--- src/rtl/adc_fifo_sched.sv ---
// Per-channel sample hold registers feeding one FIFO write port through a round-robin arbiter.
// Latency: strobe -> pending next cycle -> write request the cycle after; FIFO full holds the output word, and a channel that is still pending overwrites and counts the drop.
module adc_fifo_sched #(
    parameter int NUM_CH     = 4,
    parameter int DATA_WIDTH = 12,
    parameter int CH_WIDTH   = 2,
    parameter int CNT_WIDTH  = 8
) (
    input  logic                           clk,
    input  logic                           rst,
    input  logic [NUM_CH-1:0]              smp_stb_i,
    input  logic [NUM_CH*DATA_WIDTH-1:0]   smp_data_i,
    input  logic                           clr_i,
    output logic [CH_WIDTH+DATA_WIDTH-1:0] fifo_wr_data_o,
    output logic                           fifo_wr_en_o,
    input  logic                           fifo_full_i,
    output logic [NUM_CH-1:0]              pending_o,
    output logic [NUM_CH-1:0]              overflow_o,
    output logic [NUM_CH*CNT_WIDTH-1:0]    drop_cnt_o,
    output logic                           busy_o
);

    typedef struct packed {
        logic [CH_WIDTH-1:0]   ch;
        logic [DATA_WIDTH-1:0] dat;
    } word_t;

    logic [NUM_CH-1:0]     hold_vld;
    logic [DATA_WIDTH-1:0] hold_dat [NUM_CH];
    logic                  out_vld;
    word_t                 out_word;
    logic [CH_WIDTH-1:0]   rr_ptr;
    logic [CH_WIDTH-1:0]   gnt_idx;
    logic                  gnt_found;
    logic                  gnt_ok;
    logic                  gnt_vld;
    logic [NUM_CH-1:0]     gnt_oh;
    logic [NUM_CH-1:0]     drop;
    logic [CNT_WIDTH-1:0]  drop_cnt [NUM_CH];
    logic [NUM_CH-1:0]     ovf;
    logic [CH_WIDTH:0]     cand;

    // The output slot can take a new word when it is empty or is being drained this cycle.
    assign gnt_ok = !out_vld || !fifo_full_i;

    always_comb begin
        gnt_found = 1'b0;
        gnt_idx   = '0;
        cand      = '0;
        for (int i = 1; i <= NUM_CH; i++) begin
            cand = {1'b0, rr_ptr} + (CH_WIDTH+1)'(i);
            if (cand >= (CH_WIDTH+1)'(NUM_CH)) begin
                cand = cand - (CH_WIDTH+1)'(NUM_CH);
            end
            if (!gnt_found && hold_vld[cand[CH_WIDTH-1:0]]) begin
                gnt_found = 1'b1;
                gnt_idx   = cand[CH_WIDTH-1:0];
            end
        end
    end

    assign gnt_vld = gnt_ok && gnt_found;

    always_comb begin
        gnt_oh = '0;
        drop   = '0;
        for (int k = 0; k < NUM_CH; k++) begin
            gnt_oh[k] = gnt_vld && (gnt_idx == CH_WIDTH'(k));
            drop[k]   = smp_stb_i[k] && hold_vld[k] && !gnt_oh[k];
        end
    end

    always_ff @(posedge clk) begin
        if (rst) begin
            for (int k = 0; k < NUM_CH; k++) begin
                hold_vld[k] <= 1'b0;
                hold_dat[k] <= '0;
                drop_cnt[k] <= '0;
                ovf[k]      <= 1'b0;
            end
        end else begin
            for (int k = 0; k < NUM_CH; k++) begin
                if (smp_stb_i[k]) begin
                    hold_vld[k] <= 1'b1;
                    hold_dat[k] <= smp_data_i[k*DATA_WIDTH +: DATA_WIDTH];
                end else if (gnt_oh[k]) begin
                    hold_vld[k] <= 1'b0;
                end
                // A drop coinciding with clear still leaves a record of that drop.
                if (clr_i) begin
                    drop_cnt[k] <= drop[k] ? CNT_WIDTH'(1) : '0;
                    ovf[k]      <= drop[k];
                end else if (drop[k]) begin
                    if (drop_cnt[k] != {CNT_WIDTH{1'b1}}) begin
                        drop_cnt[k] <= drop_cnt[k] + CNT_WIDTH'(1);
                    end
                    ovf[k] <= 1'b1;
                end
            end
        end
    end

    always_ff @(posedge clk) begin
        if (rst) begin
            out_vld  <= 1'b0;
            out_word <= '0;
            rr_ptr   <= CH_WIDTH'(NUM_CH-1);
        end else if (gnt_vld) begin
            out_vld      <= 1'b1;
            out_word.ch  <= gnt_idx;
            out_word.dat <= hold_dat[gnt_idx];
            rr_ptr       <= gnt_idx;
        end else if (out_vld && !fifo_full_i) begin
            out_vld <= 1'b0;
        end
    end

    always_comb begin
        drop_cnt_o = '0;
        for (int k = 0; k < NUM_CH; k++) begin
            drop_cnt_o[k*CNT_WIDTH +: CNT_WIDTH] = drop_cnt[k];
        end
    end

    assign fifo_wr_data_o = out_word;
    assign fifo_wr_en_o   = out_vld;
    assign pending_o      = hold_vld;
    assign overflow_o     = ovf;
    assign busy_o         = (|hold_vld) || out_vld;

endmodule

--- config.mk ---
export PLATFORM = sky130hd
export DESIGN_NAME = adc_fifo_sched
export DESIGN_NICKNAME = d
export VERILOG_FILES = /design/src/rtl/adc_fifo_sched.sv
export SDC_FILE = /design/constraint.sdc
export NUM_CORES = 1
export LEC_CHECK = 0
export ABC_AREA = 1
export BUFFER_PORTS_ARGS = -buffer_cell sky130_fd_sc_hd__buf_2
export CAP_MARGIN = 10
export CORE_MARGIN = 8
export CORE_UTILIZATION = 35
export DETAILED_ROUTE_END_ITERATION = 6
export HOLD_SLACK_MARGIN = 0.02
export PLACE_DENSITY = 0.62
export SLEW_MARGIN = 25
export SYNTH_ARGS = -nofsm -noshare
export SYNTH_HDL_FRONTEND = slang
export SYNTH_SLANG_ARGS = --single-unit
--- constraint.sdc ---
create_clock -name clk -period 3.1 [get_ports clk]
set_clock_uncertainty 0.2 [all_clocks]
set_input_delay 0.465 -clock clk [delete_from_list [all_inputs] [get_ports clk]]
set_output_delay 0.465 -clock clk [all_outputs]
set_load 0.005 [all_outputs]
==> out/results.md <==
* **internal power** 0.00296 W
* **post-CTS setup buffer count** 0
* **aggregate global-route resource usage** 0.134
* **number of core rows** 45
* **Final nets** 787
* **PnR Total Power** 0.00491 W
* **min-delay worst type** in -> reg
* **Clk Latency, worst-skew pair** 0.34 ns
* **type of element launching the critical path** flip-flop
* **required time at the worst-slack endpoint** 2.93 ns
* **power share of the sequential group** 0.383
* **cell accounting for the most synthesized area** sky130_fd_sc_hd__edfxtp_1
* **number of fillers in the final layout** 1526
* **Design Area, Final** 6300 µm²
* **Mapped Avg Cell Area** 8.56 µm²
* **outcome** finished clean
* **fraction of layout instances using a drive strength above 1** 0.214
* **leading post-synthesis cells by instance count** 130 x sky130_fd_sc_hd__nor2_1, 119 x sky130_fd_sc_hd__nand2_1, 112 x sky130_fd_sc_hd__inv_1, 80 x sky130_fd_sc_hd__edfxtp_1, 53 x sky130_fd_sc_hd__nand3_1
* **placed cell area** 6010 µm²
* **switching power as a share of total power** 0.397
* **Max rail drop VDD** 0.359 mV
* **period utilisation layout** 0.899
* **Worst Setup Path Type** reg -> reg
* **sequential cell area fraction in the yosys report** 0.549
* **number of failing setup endpoints in the final timing report** 0
* **post-cts resize count** 0
* **Cells after Synth** 618
* **wire length of the first global-routing pass** 20.7 mm
* **minimum clock period** 2.79 ns
* **Most used DFF post-synth** sky130_fd_sc_hd__edfxtp_1
* **Net Sw Power** 0.00195 W
* **Area contributors post-synth** sky130_fd_sc_hd__edfxtp_1 45%, sky130_fd_sc_hd__dfxtp_1 9.5%, sky130_fd_sc_hd__nor2_1 9.2%
* **area inside the core boundary** 15000 µm²
* **number of synthesized flops with an enable pin** 80
* **final RePlAce weighted congestion** 0.882
* **total number of yosys warnings** 0
* **TritonCTS buffer count** 9
* **first-pass iteration count of the detailed router** 4
* **via density per instance** 4.46
* **aggregate routed wire length** 12.6 mm
* **count of input and output buffers** 111
* **netlist area before placement** 5290 µm²
* **top-area cell type share of the netlist area** 0.454
* **syn_nets** 678
* **post-route DRC violation count** 0
* **share of flip-flops with an asynchronous set or reset after synthesis** 0
* **Slew HR** 0.621
* **initial cell density of the core** 0.353
* **DPL Wire Length** 9.77 mm
* **Synth cell types** 33
* **maximum number of pins on one net before global-route repair** 32
* **CTS Buffer Depth** 2
* **number of antenna violations at the first check in global routing** 0
* **total count of max-transition violations in the final report** 0
* **post-placement setup slack** 0.356 ns
* **slew at the pin with the worst max-slew slack** 0.567 ns
* **maximum level of the CTS H-tree** 3
* **clock root cell** sky130_fd_sc_hd__clkbuf_16
* **CTS tree** yes
* **antenna cells** 0
* **DR WL/cell** 13.7 µm
* **Hold Violations, Final** 0
* **portion of total power attributed to the clock network** 0.229
* **die span in y** 139 µm
* **Clock Sink Count** 105
* **Critical Path AT** 2.62 ns
* **flip-flop and latch count after synthesis** 105
* **total leakage power** 3.09 nW
* **cell with the most instances after synthesis** sky130_fd_sc_hd__nor2_1
* **Clk pin slew, worst setup/hold paths** 0.07 ns
* **floorplan die area** 19300 µm²
* **sum of overflow across all layers after global routing** 0
* **final setup slack of the worst path** 0.312 ns
* **width of the die** 139 µm
* **vias in the first global route** 4218
* **setup repair after global routing missed its margin** false
* **Max Fanout on Critical Path** 11
* **number of vias after detailed routing** 4101
* **setup TNS after final layout** 0 ns
* **Routed Antenna Nets** 0
* **post-cts hold buffer count** 0
* **number of top-level pins** 112
* **# Max-Cap Violations** 0
* **achievable frequency** 359 MHz
* **Combinational Power Share** 0.388
* **crit end category** flip-flop
* **power density normalized to cell area** 779 nW/µm²
* **P&R area growth vs syn** 19.1%
* **number of DRC violations after detailed-routing iteration 0** 214
final timing paths:
kind / cells past startpoint / end / startpoint / slack [ns]
worst max-delay path: 13 / drop_cnt[1][3] / rr_ptr[0] / 0.31
worst min-delay path: 3 / hold_dat[3][2] / smp_data_i[38] / 0.21
worst max register to register: 13 / drop_cnt[1][3] / rr_ptr[0] / 0.31
worst min register to register: 2 / overflow_o[3] / overflow_o[3] / 0.26
state kept, by name, summed over array words and instances (netlist names):
name            count
hold_dat           48
drop_cnt           32
fifo_wr_data_o     14
overflow_o          4
pending_o           4
rr_ptr              2
fifo_wr_en_o        1
per-stage QoR:
stage	hold slack (ns)	util	cells
floorplan	0.248	-	618
global placement	0.256	0.401	904
detailed placement	0.248	0.401	904
CTS	0.201	0.421	920
global route	0.202	0.421	920
finish	0.213	0.421	920
placed cells by master, fill, tap and decap left out:
cell	instances
sky130_fd_sc_hd__nor2_1	130
sky130_fd_sc_hd__nand2_1	119
sky130_fd_sc_hd__inv_1	112
sky130_fd_sc_hd__buf_2	111
sky130_fd_sc_hd__edfxtp_1	80
sky130_fd_sc_hd__nand3_1	53
sky130_fd_sc_hd__dfxtp_1	25
sky130_fd_sc_hd__xor2_1	13
sky130_fd_sc_hd__clkbuf_16	10
sky130_fd_sc_hd__xnor2_1	9
sky130_fd_sc_hd__nor3b_1	8
sky130_fd_sc_hd__a21oi_1	7
sky130_fd_sc_hd__nand2_2	6
sky130_fd_sc_hd__or2_2	5
sky130_fd_sc_hd__inv_2	4
sky130_fd_sc_hd__ha_1	4
sky130_fd_sc_hd__buf_4	4
sky130_fd_sc_hd__o21ai_0	3
sky130_fd_sc_hd__nand4_1	3
sky130_fd_sc_hd__o21ai_1	3
sky130_fd_sc_hd__inv_6	3
sky130_fd_sc_hd__a31oi_1	2
sky130_fd_sc_hd__nor2_2	2
sky130_fd_sc_hd__nand2_4	2
sky130_fd_sc_hd__nand3_4	2
sky130_fd_sc_hd__nand3_2	2
sky130_fd_sc_hd__o211ai_1	2
sky130_fd_sc_hd__clkinv_2	2
sky130_fd_sc_hd__nor4_1	1
sky130_fd_sc_hd__a21oi_2	1
sky130_fd_sc_hd__nor2_8	1
sky130_fd_sc_hd__nand3b_4	1
sky130_fd_sc_hd__nand4_4	1
sky130_fd_sc_hd__clkbuf_1	1
critical path: stages, from the launching register on:
cell                       delay [ns]
sky130_fd_sc_hd__dfxtp_1         0.50
sky130_fd_sc_hd__inv_2           0.16
sky130_fd_sc_hd__nand2_1         0.09
sky130_fd_sc_hd__nand2_1         0.10
sky130_fd_sc_hd__nand2_1         0.09
sky130_fd_sc_hd__nand2_2         0.07
sky130_fd_sc_hd__nor2_2          0.12
sky130_fd_sc_hd__nand3_1         0.08
sky130_fd_sc_hd__nand2_1         0.31
sky130_fd_sc_hd__nand2_4         0.14
sky130_fd_sc_hd__inv_2           0.16
sky130_fd_sc_hd__nand2_2         0.10
sky130_fd_sc_hd__nand3b_4        0.13
sky130_fd_sc_hd__nand2_1         0.22
layout make-up:
class | count | area (µm²) | area share
clock buffers | 11 | 254 | 0.0403
clock inverters | 5 | 36.3 | 0.00576
inverters | 116 | 435 | 0.0691
multi-input cells | 380 | 1850 | 0.294
flip-flops and latches | 105 | 2900 | 0.461
well taps | 188 | 235 | 0.0373
repair buffers | 115 | 586 | 0.0930
power by group through the flow:
stage	registers, W	logic, W	clock network (W)
after CTS	0.00188	0.00192	0.00114
after floorplan	0.00186	0.00148	0
after detailed placement	0.00191	0.00191	0
after global placement	0.00191	0.00190	0
after global routing	0.00190	0.00216	0.00119
final	0.00188	0.00190	0.00112
layer usage:
layer | GRT usage | vias up | part of all wire | routed length (µm)
met4 | 0.0341 | 0 | 0.012 | 147
met2 | 0.217 | 130 | 0.44 | 5600
li1 | - | 2140 | - | -
met5 | 0 | - | 0 | 0
met1 | 0.169 | 1820 | 0.48 | 6040
met3 | 0.0423 | 11 | 0.065 | 821
cell families (layout without fill, tap and decap cells):
kind of cell,Yosys count,count (layout),synth area share
flip-flops,105,105,0.549
buffers and inverters,133,247,0.101
AND/OR/NAND/NOR,336,336,0.285
AO/OA/AOI/OAI,18,18,0.0192
adder cells (fa/ha/maj),4,4,0.00946
XOR/XNOR,22,22,0.0364
Note: power is estimated with default switching activity, not from simulation.
